`src/rtl/bsg_manycore_lock_pkg.sv`:
```
// Shared types and constants for the AMO lock requester and its lock tracker.
package bsg_manycore_lock_pkg;

    typedef enum logic [2:0] {
        LOCK_REQ_IDLE,
        LOCK_REQ_SEND_ACQ,
        LOCK_REQ_WAIT_ACQ,
        LOCK_REQ_BACKOFF,
        LOCK_REQ_HELD,
        LOCK_REQ_SEND_REL,
        LOCK_REQ_WAIT_REL
    } lock_req_state_e;

    typedef enum logic {
        LOCK_ACQUIRE = 1'b0,
        LOCK_RELEASE = 1'b1
    } lock_op_e;

    // Lock word values: a swap returning FREE means we won the lock.
    localparam int LOCK_TAKEN_VAL = 1;
    localparam int LOCK_FREE_VAL  = 0;

    // bsg_cache packet opcode field.
    localparam int              CACHE_OPCODE_WIDTH = 6;
    localparam logic [5:0]      CACHE_OP_AMOSWAP_W = 6'b100000;

    // Packet layout {opcode, addr, data, mask}, mask is one bit per byte.
    function automatic int cache_pkt_width(int addr_width, int data_width);
        return CACHE_OPCODE_WIDTH + addr_width + data_width + (data_width >> 3);
    endfunction

endpackage

```
`src/rtl/lock_backoff_timer.sv`:
```
// Exponential backoff: holds the current backoff value and a countdown timer.
// load copies the backoff into the timer and doubles the backoff (saturating
// at all ones); tick counts the timer down until it reaches 1 (expired).
module lock_backoff_timer #(
    parameter int width_p = 8
) (
    input  logic clk,
    input  logic reset_n,
    input  logic init,
    input  logic load,
    input  logic tick,
    output logic expired
);

    logic [width_p-1:0] backoff;
    logic [width_p-1:0] timer;

    assign expired = (timer == width_p'(1));

    // Backoff value and countdown; a fresh acquire restarts the backoff at 1.
    always_ff @(posedge clk) begin
        if (!reset_n) begin
            backoff <= width_p'(1);
            timer   <= width_p'(1);
        end else if (init) begin
            backoff <= width_p'(1);
        end else if (load) begin
            timer   <= backoff;
            backoff <= backoff[width_p-1] ? '1 : (backoff << 1);
        end else if (tick && !expired) begin
            timer   <= timer - width_p'(1);
        end
    end

endmodule

```
`src/rtl/amo_lock_requester.sv`:
```
// Initiator side of the AMO lock protocol: turns acquire/release commands into
// AMOSWAP_W cache packets, retries lost acquires with exponential backoff and
// drains any response that arrives when none is expected.
module amo_lock_requester
    import bsg_manycore_lock_pkg::*;
#(
    parameter int cache_addr_width_p = 32,
    parameter int data_width_p       = 32,
    parameter int backoff_width_p    = 8,
    parameter int retry_width_p      = 16,
    localparam int bsg_cache_pkt_width_lp = cache_pkt_width(cache_addr_width_p, data_width_p)
) (
    input  logic                              clk_i,
    input  logic                              reset_n_i,
    input  logic                              lock_v_i,
    input  logic                              lock_op_i,
    input  logic [cache_addr_width_p-1:0]     lock_addr_i,
    output logic                              lock_ready_o,
    output logic                              done_v_o,
    output logic                              done_op_o,
    output logic [retry_width_p-1:0]          retries_o,
    output logic                              err_o,
    output logic                              v_o,
    output logic [bsg_cache_pkt_width_lp-1:0] cache_pkt_o,
    input  logic                              ready_i,
    input  logic                              v_i,
    input  logic [data_width_p-1:0]           data_i,
    output logic                              yumi_o
);

    typedef struct packed {
        logic [CACHE_OPCODE_WIDTH-1:0]   opcode;
        logic [cache_addr_width_p-1:0]   addr;
        logic [data_width_p-1:0]         data;
        logic [(data_width_p>>3)-1:0]    mask;
    } cache_pkt_s;

    lock_req_state_e                 state;
    logic [cache_addr_width_p-1:0]   held_addr;
    logic [retry_width_p-1:0]        retry_cnt;
    cache_pkt_s                      pkt;
    logic                            accept;
    logic                            in_wait;
    logic                            stray;
    logic                            acq_lost;
    logic                            backoff_expired;

    assign accept   = lock_v_i & lock_ready_o;
    assign in_wait  = (state == LOCK_REQ_WAIT_ACQ) || (state == LOCK_REQ_WAIT_REL);
    assign stray    = v_i & ~in_wait;
    assign acq_lost = (state == LOCK_REQ_WAIT_ACQ) && v_i
                      && (data_i != data_width_p'(LOCK_FREE_VAL));

    // Every response is consumed: expected ones in WAIT_*, stray ones are dropped.
    assign yumi_o       = reset_n_i & v_i;
    assign lock_ready_o = reset_n_i & ((state == LOCK_REQ_IDLE) || (state == LOCK_REQ_HELD));
    assign v_o          = (state == LOCK_REQ_SEND_ACQ) || (state == LOCK_REQ_SEND_REL);

    // Packet fields come straight from registered state, so they hold under backpressure.
    always_comb begin
        pkt        = '0;
        pkt.opcode = CACHE_OP_AMOSWAP_W;
        pkt.addr   = held_addr;
        pkt.data   = (state == LOCK_REQ_SEND_REL) ? data_width_p'(LOCK_FREE_VAL)
                                                  : data_width_p'(LOCK_TAKEN_VAL);
        pkt.mask   = '1;
    end
    assign cache_pkt_o = pkt;

    lock_backoff_timer #(.width_p(backoff_width_p)) backoff_timer (
        .clk     (clk_i),
        .reset_n (reset_n_i),
        .init    (accept && (state == LOCK_REQ_IDLE) && (lock_op_i == LOCK_ACQUIRE)),
        .load    (acq_lost),
        .tick    (state == LOCK_REQ_BACKOFF),
        .expired (backoff_expired)
    );

    // Main protocol FSM with registered completion/error pulses.
    always_ff @(posedge clk_i) begin
        if (!reset_n_i) begin
            state     <= LOCK_REQ_IDLE;
            held_addr <= '0;
            retry_cnt <= '0;
            retries_o <= '0;
            done_v_o  <= 1'b0;
            done_op_o <= 1'b0;
            err_o     <= 1'b0;
        end else begin
            done_v_o <= 1'b0;
            err_o    <= stray;
            unique case (state)
                LOCK_REQ_IDLE: begin
                    if (accept) begin
                        if (lock_op_i == LOCK_ACQUIRE) begin
                            held_addr <= lock_addr_i;
                            retry_cnt <= '0;
                            state     <= LOCK_REQ_SEND_ACQ;
                        end else begin
                            err_o <= 1'b1;
                        end
                    end
                end
                LOCK_REQ_SEND_ACQ: if (ready_i) state <= LOCK_REQ_WAIT_ACQ;
                LOCK_REQ_WAIT_ACQ: begin
                    if (v_i) begin
                        if (acq_lost) begin
                            if (retry_cnt != '1) retry_cnt <= retry_cnt + retry_width_p'(1);
                            state <= LOCK_REQ_BACKOFF;
                        end else begin
                            done_v_o  <= 1'b1;
                            done_op_o <= LOCK_ACQUIRE;
                            retries_o <= retry_cnt;
                            state     <= LOCK_REQ_HELD;
                        end
                    end
                end
                LOCK_REQ_BACKOFF: if (backoff_expired) state <= LOCK_REQ_SEND_ACQ;
                LOCK_REQ_HELD: begin
                    if (accept) begin
                        if (lock_op_i == LOCK_RELEASE) state <= LOCK_REQ_SEND_REL;
                        else                           err_o <= 1'b1;
                    end
                end
                LOCK_REQ_SEND_REL: if (ready_i) state <= LOCK_REQ_WAIT_REL;
                LOCK_REQ_WAIT_REL: begin
                    if (v_i) begin
                        done_v_o  <= 1'b1;
                        done_op_o <= LOCK_RELEASE;
                        state     <= LOCK_REQ_IDLE;
                        if (data_i != data_width_p'(LOCK_TAKEN_VAL)) err_o <= 1'b1;
                    end
                end
                default: state <= LOCK_REQ_IDLE;
            endcase
        end
    end

endmodule

```
`config.mk`:
```
export PLATFORM = sky130hd
export DESIGN_NAME = amo_lock_requester
export DESIGN_NICKNAME = d
export VERILOG_FILES = /design/src/rtl/bsg_manycore_lock_pkg.sv /design/src/rtl/lock_backoff_timer.sv /design/src/rtl/amo_lock_requester.sv
export SDC_FILE = /design/constraint.sdc
export NUM_CORES = 1
export LEC_CHECK = 0
export BUFFER_PORTS_ARGS = -buffer_cell sky130_fd_sc_hd__buf_2
export CAP_MARGIN = 20
export CORE_ASPECT_RATIO = 0.8
export CORE_MARGIN = 2
export CORE_UTILIZATION = 30
export DETAILED_ROUTE_END_ITERATION = 12
export PLACE_DENSITY = 0.56
export SLEW_MARGIN = 20
export SYNTH_ARGS = -nofsm -noshare
export SYNTH_HDL_FRONTEND = slang
export SYNTH_HIERARCHICAL = 1
export SYNTH_SLANG_ARGS = --single-unit
```
`constraint.sdc`:
```
create_clock -name clk_i -period 3.82 [get_ports clk_i]
set_input_delay 0.573 -clock clk_i [delete_from_list [all_inputs] [get_ports clk_i]]
set_output_delay 0.573 -clock clk_i [all_outputs]
set_load 0.05 [all_outputs]
```
# Word-level counts from Yosys, hierarchy flattened
# Cells that the tools add are included.
# classes
muxes	36
eq_ne	21
magnitude_cmp	0
bitwise_logic	9
reduce_logical	21
n_div	0
mul	0
n_addsub	2
n_shift	0
# ops
operator	n
16-bit two-way mux	5
32-bit by 1-bit != test with 1-bit output, second input constant	1
16-bit one-hot mux with 2 select lines	1
32-bit nonzero test	1
3-bit two-way mux	10
8-bit two-way mux	3
2-bit != test, second input constant	11
3-bit one-hot mux with 7 select lines	1
16-bit by 1-bit adder with 16-bit output, second input constant	1
16-bit != test, second input constant	1
1-bit two-way mux	13
3-bit == test, second input constant	3
9-bit AND reduction	1
8-bit by 1-bit == test with 1-bit output, second input constant	1
8-bit by 1-bit subtractor with 8-bit output, second input constant	1
3-bit by 2-bit == test with 1-bit output, second input constant	2
3-bit AND reduction	2
6-bit AND reduction	1
2-bit nonzero test	3
1-bit logical AND	5
1-bit inverter	5
1-bit AND	4
1-bit one-hot mux with 2 select lines	2
4-bit AND reduction	1
other kinds (8)	10
# word_totals
regBits	86
memories	0
out_inout_bits	96
latchBits	0
inputBits	70
mem_bits_rw	0
word_cells	98
romBits	0

# Longest topological paths before layout
# Gate-level depths: netlist (run 1).
# depth
depth_word	8
ltp_mapped	11
depth_no_buf	9

# Cells and area by module
# The synthesis (run 1) kept the hierarchy.
# modules_own_cells
module	area_each_um2	cells_each	seq_area_each_um2	instances
amo_lock_requester	3548.4	428	1401.3	1
lock_backoff_timer	874.6	101	320.3	1

# Worst setup path before layout (run 1)
# Ideal clock, no wire load.
# synth_timing
path_type	input to register
from	in data_i[13]
to	reg backoff_timer.timer[7]
arrival_ns	2.467
stages	10
path_buffers	3
slack_ns	1.283
cell_sequence	nor4_1 > nand4_1 > o31ai_4 > buf_4 > nor2_1 > buf_2 > clkbuf_1 > nor4_1 > mux2i_1 > a21oi_1
# synth_between
elab_chain_cells	4
word_cells_on_any_way	5
# synth_rtl
item	line	text
from (decl)	amo_lock_requester.sv:27	input logic [data_width_p-1:0] data_i,
32-bit nonzero test *	amo_lock_requester.sv:52	&& (data_i != data_width_p'(LOCK_FREE_VAL));
1-bit logical AND *	amo_lock_requester.sv:52	
named net acq_lost	amo_lock_requester.sv:45	logic acq_lost;
2-bit nonzero test (no source line)	n/a	
2-bit AND reduction (no source line)	n/a	
to (signal assigned)	lock_backoff_timer.sv:24	timer <= width_p'(1);
to (signal assigned)	lock_backoff_timer.sv:28	timer <= backoff;
to (signal assigned)	lock_backoff_timer.sv:31	timer <= timer - width_p'(1);
to (decl)	lock_backoff_timer.sv:16	logic [width_p-1:0] timer;
# Mark *: on every way through the listed nets, which the timed path passes. The rest lies on a longest branch.
# A chain may end at the register's enable or synchronous reset.

# Worst setup path in the final report (run 1)
# layout_timing
from	reg state[1]
to	reg backoff_timer.timer[3]
# layout_between
elab_chain_cells	8
word_cells_on_any_way	16
# layout_rtl
item	line	text
from (decl)	amo_lock_requester.sv:38	lock_req_state_e state;
from (signal assigned)	amo_lock_requester.sv:82	state <= LOCK_REQ_IDLE;
from (signal assigned)	amo_lock_requester.sv:98	state <= LOCK_REQ_SEND_ACQ;
from (signal assigned)	amo_lock_requester.sv:104	LOCK_REQ_SEND_ACQ: if (ready_i) state <= LOCK_REQ_WAIT_ACQ;
3-bit == test / 3-bit zero test (equally long branches)	amo_lock_requester.sv:56, amo_lock_requester.sv:73	
1-bit logical OR	amo_lock_requester.sv:56	assign lock_ready_o = reset_n_i & ((state == LOCK_REQ_IDLE) || (state == LOCK_REQ_HELD));
1-bit AND	amo_lock_requester.sv:56	
1-bit AND	amo_lock_requester.sv:48	assign accept = lock_v_i & lock_ready_o;
1-bit logical AND (2 in series)	amo_lock_requester.sv:73	.init (accept && (state == LOCK_REQ_IDLE) && (lock_op_i == LOCK_ACQUIRE)),
1-bit inverter (no source line)	n/a	
2-bit AND reduction (no source line)	n/a	
# Several ways; a longest one is shown, not always the timed one.

==> summary.md, run 1 <==
| Metric | Value |
|---|---|
| Outcome | `finished, final reports clean` |
| Total track usage | `0.137` |
| Largest net degree at the start of global routing | `81` |
| Psw | `0.566 mW` |
| Post-DRT Antenna Nets | `0` |
| Hold endpoint | `retries_o[1]` |
| Hold slack | `0.459 ns` |
| Slew Viols, Final | `0` |
| P per Cell Area | `around 400 nW/um^2` |
| Register area share after synthesis | `0.389` |
| Core footprint | `around 14000 sq um` |
| Synth area leader | `dfxtp_1` |
| Num CTS Buffers | `9` |
| Worst setup SP type | `flip-flop` |
| Top FF cell, synth | `dfxtp_1` |
| First-pass GRT wire length | `between 15 and 20 mm` |
| Detailed-route wire length | `10.6 mm` |
| Yosys top cell area share | `0.389` |
| Count leader, synth | `nand2_1` |
| DR pass1 iterations | `5` |
| I/O pin total | `between 150 and 200` |
| Port buffer count | `124` |
| Post-synth cell types | `66` |
| Die Wd | `140 um` |
| Worst slew pin tran | `0.808 ns` |
| DR iter-0 viols | `206` |
| Final cycle utilization of the critical path | `0.740` |
| Initial Utilization | `0.308` |
| Worst Reg-to-Reg Cells | `9` |
| Hold Startpoint | `retries_o[1]` |
| WP data arrival | `3.07 ns` |
| Sw frac | `0.268` |
| Clk_lat worst skew | `0.33 ns` |
| Crit Path Class | `flip-flop to flip-flop` |
| CTS H-tree lvls | `3` |
| Asr flop ratio synth | `0` |
| Final Net Count | `roughly 710` |
| RR Endpoint | `backoff_timer/timer[3]` |
| Residual DRC | `0` |
| Max-cap violations | `0` |
| Top post-synthesis cells by area | `dfxtp_1 39%, nand2_1 10%, buf_4 7.1%` |
| Hold Buf Count CTS | `0` |
| Post-CTS setup buffers | `0` |
| Via count | `3912` |
| Post-DP HPWL | `~7.6 mm` |
| Synthesized area per cell | `about 8.4 sq um` |
| Clock tree buffer depth | `2` |
| GRT Residual Overflow | `0` |
| Seq pwr share | `0.437` |
| Vias in the first global route | `3838` |
| Unrepaired setup endpoints after global routing | `no` |
| Std-Cell Rows | `39` |
| Post-DR wirelength/cell | `12.8 um` |
| Initial antenna violation count | `0` |
| Clock root cell | `clkbuf_16` |
| #FFs+latches synth | `86` |
| Hold path depth | `2` |
| Critical-path cell list | `nor2_1 > nand3_1 > nor2_1 > nand2_1 > buf_4 > inv_1 > nand2b_1 > or4_1 > o211ai_1` |
| Final hold vios | `0` |
| Cell repeated most along the worst path | `nor2_1` |
| Internal | `1.55 mW` |
| EDFF count, synth | `0` |
| Clock sink total | `86` |
| CP startpoint | `state[1]` |
| Synth top cells by count | `118 x nand2_1, 86 x dfxtp_1, 42 x buf_4` |
| Ant. Diodes | `0` |
| RD Place Congestion | `0.882` |
| Die H | `113 um` |
| Fin Clk Skew | `0.00741 ns` |
| Clock network power share | `0.430` |
| Worst stage delay on the critical path | `0.61 ns` |
| Syn Inst Count | `529` |
| Share of layout cells above drive strength 1 | `0.266` |
| Util after Layout | `0.367` |
| Cell Area, Synth | `4420 sq um` |
| Max FO, Critical Path | `33` |
| Synth warn | `6` |
| Clk slew on worst S/H paths | `0.06 ns` |
| Die area | `15700 sq um` |
| Worst min path class | `flip-flop to flip-flop` |
| Fmax | `between 0.3 and 0.4 GHz` |
| Setup TNS | `0 ns` |
| Via/cell ratio | `about 4.8` |
| Pre-CTS setup slack | `around 0.94 ns` |
| Slowest-stage cell, CP | `dfxtp_1` |
| R2R Setup Slk | `0.99 ns` |
| Final setup viols | `0` |
| Element type at the critical path end | `flip-flop` |
| Fin cells | `823` |
| CTS tree | `built` |
| Final instance area | `between 5000 and 6000 sq um` |
| Synth-to-layout area growth | `19.2%` |
| Post-CTS Resized | `0` |
| Final min period | `2.83 ns` |
| Worst path required time | `4.07 ns` |
| Placed inst area | `4970 sq um` |
| Peak VDD IR | `0.211 mV` |
| Worst R2R Start | `state[1]` |
| P_leak | `2.19 nW` |
| Worst setup margin | `a little under 1 ns` |
| Placed insts | `808` |
| Power Total | `2.11 mW` |
| Logic pwr share | `0.133` |
| Slew headroom | `0.459` |
==> flip-flops by register name, indices dropped and copies added, names as in the netlist <==
| name | flops |
|---|---|
| done_op_o | 1 |
| backoff_timer/backoff | 8 |
| retries_o | 16 |
| held_addr | 32 |
| done_v_o | 1 |
| state | 3 |
| err_o | 1 |
| backoff_timer/timer | 8 |
| retry_cnt | 16 |
==> metal layers <==
metal,up-vias,wire (um),part of all wire,GRT usage
li1,1972,-,-,-
met1,1805,4880,0.46,0.169
met2,127,4980,0.47,0.223
met3,8,611,0.058,0.0418
met4,0,93,0.0088,0.0533
met5,-,0,0,0
==> power groups by stage <==
stage | Clock (mW) | Sequential, mW | Combinational [mW]
final | 0.909 | 0.923 | 0.281
after global placement | 0 | 0.942 | 0.279
after floorplan | 0 | 0.985 | 0.204
after global routing | 0.976 | 0.924 | 0.301
after detailed placement | 0 | 0.942 | 0.282
after CTS | 0.944 | 0.923 | 0.282
==> area by class of cell <==
type	instances	area, sq um
Fill cell	1499	9070
Multi-Input combinational cell	397	2310
Sequential cell	86	1720
Timing Repair Buffer	129	658
Clock buffer	11	233
Tap cell	184	230
Clock inverter	4	72.6
Inverter	12	45.0
==> cells by family after synthesis <==
family / after synthesis / synth area share
flops: 86 / 0.389
other cells: 2 / 0.00170
simple gates: 218 / 0.243
compound gates: 131 / 0.228
xor+xnor: 1 / 0.00198
fa+ha+maj: 3 / 0.00849
buf+inv: 85 / 0.121
mux: 3 / 0.00679
==> worst max path at each step <==
stage,to,slack [ns]
after floorplan,backoff_timer/timer[7],1.28
after global placement,backoff_timer/timer[1],1.01
after detailed placement,backoff_timer/timer[1],0.94
after CTS,backoff_timer/timer[3],0.96
after global routing,backoff_timer/timer[3],0.70
final,backoff_timer/timer[3],0.99
==> critical path, delay by kind of cell, from the launching register on <==
kind,cells,cell delay (ns)
simple gates,6,1.26
flops,1,0.61
buf+inv,2,0.73
compound gates,1,0.10
==> cell usage in the layout, fill, tap and decap left out, drive strengths merged, types with 2 or more instances in the layout <==
master and n:
a32oi 2, o2111ai 3, o22ai 7, nand3 14, a31oi 8, clkbuf 11, o21ai 21, a21boi 49
nand2b 3, nor2b 5, inv 12, nand4 9, nor4b 2, o31ai 4, dfxtp 86, o211ai 10
a211oi 2, nand2 118, or4 8, a21oi 9, o311a 2, nor3 4, conb 41, and4 4
bufinv 2, nor4 9, mux2i 3, buf 129, ha 3, or2 2, and2 5, and3 3
a22oi 3, nor2 28
No activity file was read; power rests on OpenSTA's default activity.
==> run 2: changes to the inputs <==
Settings changed: PLACE_DENSITY 0.56 to 0.58.
Clock period 3.82 ns to 2.3 ns, I/O delays scaled along.
==> run 2 against run 1 <==
Compared with the run above:
- critical path type unchanged
- global-route usage grew 0.82 points
- wire length grew 7.3%
- count of clock-buffer cells in the layout is the same
- largest power group unchanged
- non-clock buffer count grew 15
- via count grew 3.6%
- cell count grew 1.8%
- clock skew is essentially flat
==> summary.md, run 2 (synthesized netlist as in run 1, its figures left out) <==
| Metric | Value |
|---|---|
| Port buffer count | `124` |
| Clock root cell | `clkbuf_16` |
| Via/cell ratio | `4.83` |
| Ant. Diodes | `0` |
| CTS H-tree lvls | `3` |
| CP top delay family | `buffers and inverters` |
| Via count | `4051` |
| Hold endpoint | `held_addr[19]` |
| Total track usage | `0.145` |
| Die H | `113 um` |
| DR pass1 iterations | `5` |
| Clock tree buffer depth | `2` |
| Pre-CTS setup slack | `-0.0704 ns` |
| CTS tree | `built` |
| Final hold vios | `0` |
| Worst Reg-to-Reg Cells | `9` |
| Fin cells | `838` |
| Final cycle utilization of the critical path | `0.914` |
| Slew Viols, Final | `0` |
| Largest net degree at the start of global routing | `42` |
| Worst min path class | `input pin to flip-flop` |
| Worst path required time | `2.53 ns` |
| Worst slew pin tran | `0.567 ns` |
| Slew headroom | `0.622` |
| Clock sink total | `86` |
| Placed insts | `823` |
| Power Total | `around 3.3 mW` |
| Hold Buf Count CTS | `0` |
| P per Cell Area | `between 600 and 700 nW/um^2` |
| Initial antenna violation count | `0` |
| Peak VDD IR | `0.337 mV` |
| Element type at the critical path end | `flip-flop` |
| Final Net Count | `723` |
| Biggest regs | `held_addr: 32 flops, retries_o: 16 flops, retry_cnt: 16 flops` |
| Max-cap violations | `0` |
| Largest Register | `held_addr` |
| Met1 Use GR | `0.184` |
| Most frequent cells in the layout | `124 x buf_2, 118 x nand2_1, 86 x dfxtp_1, 41 x conb_1, 39 x a21boi_0` |
| RR Endpoint | `backoff_timer/timer[4]` |
| Hold path depth | `3` |
| Core footprint | `14300 sq um` |
| Die Wd | `140 um` |
| GRT Residual Overflow | `0` |
| Vias in the first global route | `about 3800` |
| Unrepaired setup endpoints after global routing | `no` |
| Max FO, Critical Path | `30` |
| Gr busiest metal | `met2` |
| Clk slew on worst S/H paths | `0.07 ns` |
| Worst setup SP type | `flip-flop` |
| Fin Clk Skew | `0.00781 ns` |
| Critical-path cell list | `buf_4 > nor2_1 > nand3_1 > nor2_1 > nand2_1 > inv_1 > buf_4 > o21ai_0 > o31a_1` |
| Final min period | `2.10 ns` |
| Worst stage delay on the critical path | `about 0.33 ns` |
| Share of layout cells above drive strength 1 | `0.284` |
| RD Place Congestion | `0.830` |
| Met2 Use GR | `0.235` |
| Crit Path Class | `flip-flop to flip-flop` |
| First-pass GRT wire length | `approximately 19 mm` |
| Most common cell after layout, fill and taps aside | `buf_2` |
| Synth-to-layout area growth | `21.0%` |
| Worst setup margin | `0.198 ns` |
| R2R Setup Slk | `0.20 ns` |
| Util after Layout | `0.373` |
| DR iter-0 viols | `201` |
| Num CTS Buffers | `9` |
| Final setup viols | `0` |
| Post-DRT Antenna Nets | `0` |
| Setup TNS | `0 ns` |
| Worst path bufs/invs | `3` |
| Slowest-stage cell, CP | `buf_4` |
| Die area | `approximately 16000 sq um` |
| Post-DP HPWL | `between 8 and 9 mm` |
| Post-DR wirelength/cell | `13.5 um` |
| Outcome | `finished, final reports clean` |
| Flip-flop count of the largest register after layout | `32` |
| Clk_lat worst skew | `~0.35 ns` |
| Worst R2R Start | `state[0]` |
| I/O pin total | `166` |
| Detailed-route wire length | `between 10 and 15 mm` |
| Hold Startpoint | `lock_addr_i[19]` |
| Initial Utilization | `0.308` |
| P_leak | `2.24 nW` |
| Std-Cell Rows | `39` |
| WP data arrival | `approximately 2.3 ns` |
| Fmax | `~0.48 GHz` |
| Residual DRC | `0` |
| Met3 usage | `0.0439` |
-- run 2: cell types whose count changed in the layout (fill, tap and decap cells not counted) --
cell and delta:
nor2_1 -1, buf_12 +1, buf_4 +14, bufinv_16 -2, nor2_2 +1, clkinv_2 +1
clkinvlp_4 +1
-- run 2: final cells by class --
class                   instances  area, sq um
flip-flops and latches         86         1720
clock buffers                  11          233
clock inverters                 4         25.0
multi-input cells             397         2310
inverters                      12         45.0
fillers                      1508         8990
well taps                     184          230
repair buffers                144          783
-- run 2: power breakdown --
| part | switching [mW] | internal (mW) |
|---|---|---|
| clock network | 0.601 | 0.723 |
| registers | 0.0136 | 1.51 |
| logic | 0.369 | 0.119 |
| total | 0.984 | 2.36 |
-- run 2: worst max-delay path by stage --
stage | end | depth (start not counted) | startpoint | slack [ns]
finish | backoff_timer/timer[4] | 9 | state[0] | 0.20
detailed placement | backoff_timer/timer[7] | 9 | data_i[1] | -0.07
global route | backoff_timer/timer[4] | 9 | state[0] | 0.01
CTS | backoff_timer/timer[3] | 7 | state[0] | 0.1
floorplan | backoff_timer/timer[2] | 8 | data_i[1] | 0.01
global placement | backoff_timer/timer[2] | 7 | data_i[5] | 0.03
-- run 2: repair_timing --
| action | CTS | global route |
|---|---|---|
| resized for setup | 0 | 1 |
| endpoints found under the setup margin | 0 | 8 |
| buffers inserted | 0 | 0 |
-- run 2: routing by layer --
layer  up-vias  part of all wire
li1       2009                 -
met2       142              0.45
met4         0             0.020
met1      1882              0.46
met5         -                 0
met3        18             0.065
-- run 2: worst reg2reg max path, cell delays in order, from the launching register on --
cell and delay (ns):
dfxtp_1 0.31, buf_4 0.16, nor2_1 0.15, nand3_1 0.14
nor2_1 0.14, nand2_1 0.11, inv_1 0.18, buf_4 0.34
o21ai_0 0.15, o31a_1 0.31
-- run 2: through the flow --
step,cell area [sq um],hold WS [ns]
2_1_floorplan,4580,0.434
3_3_place_gp,5090,0.446
3_5_place_dp,5090,0.454
4_1_cts,5350,0.233
5_1_grt,5350,0.255
6_report,5350,0.241
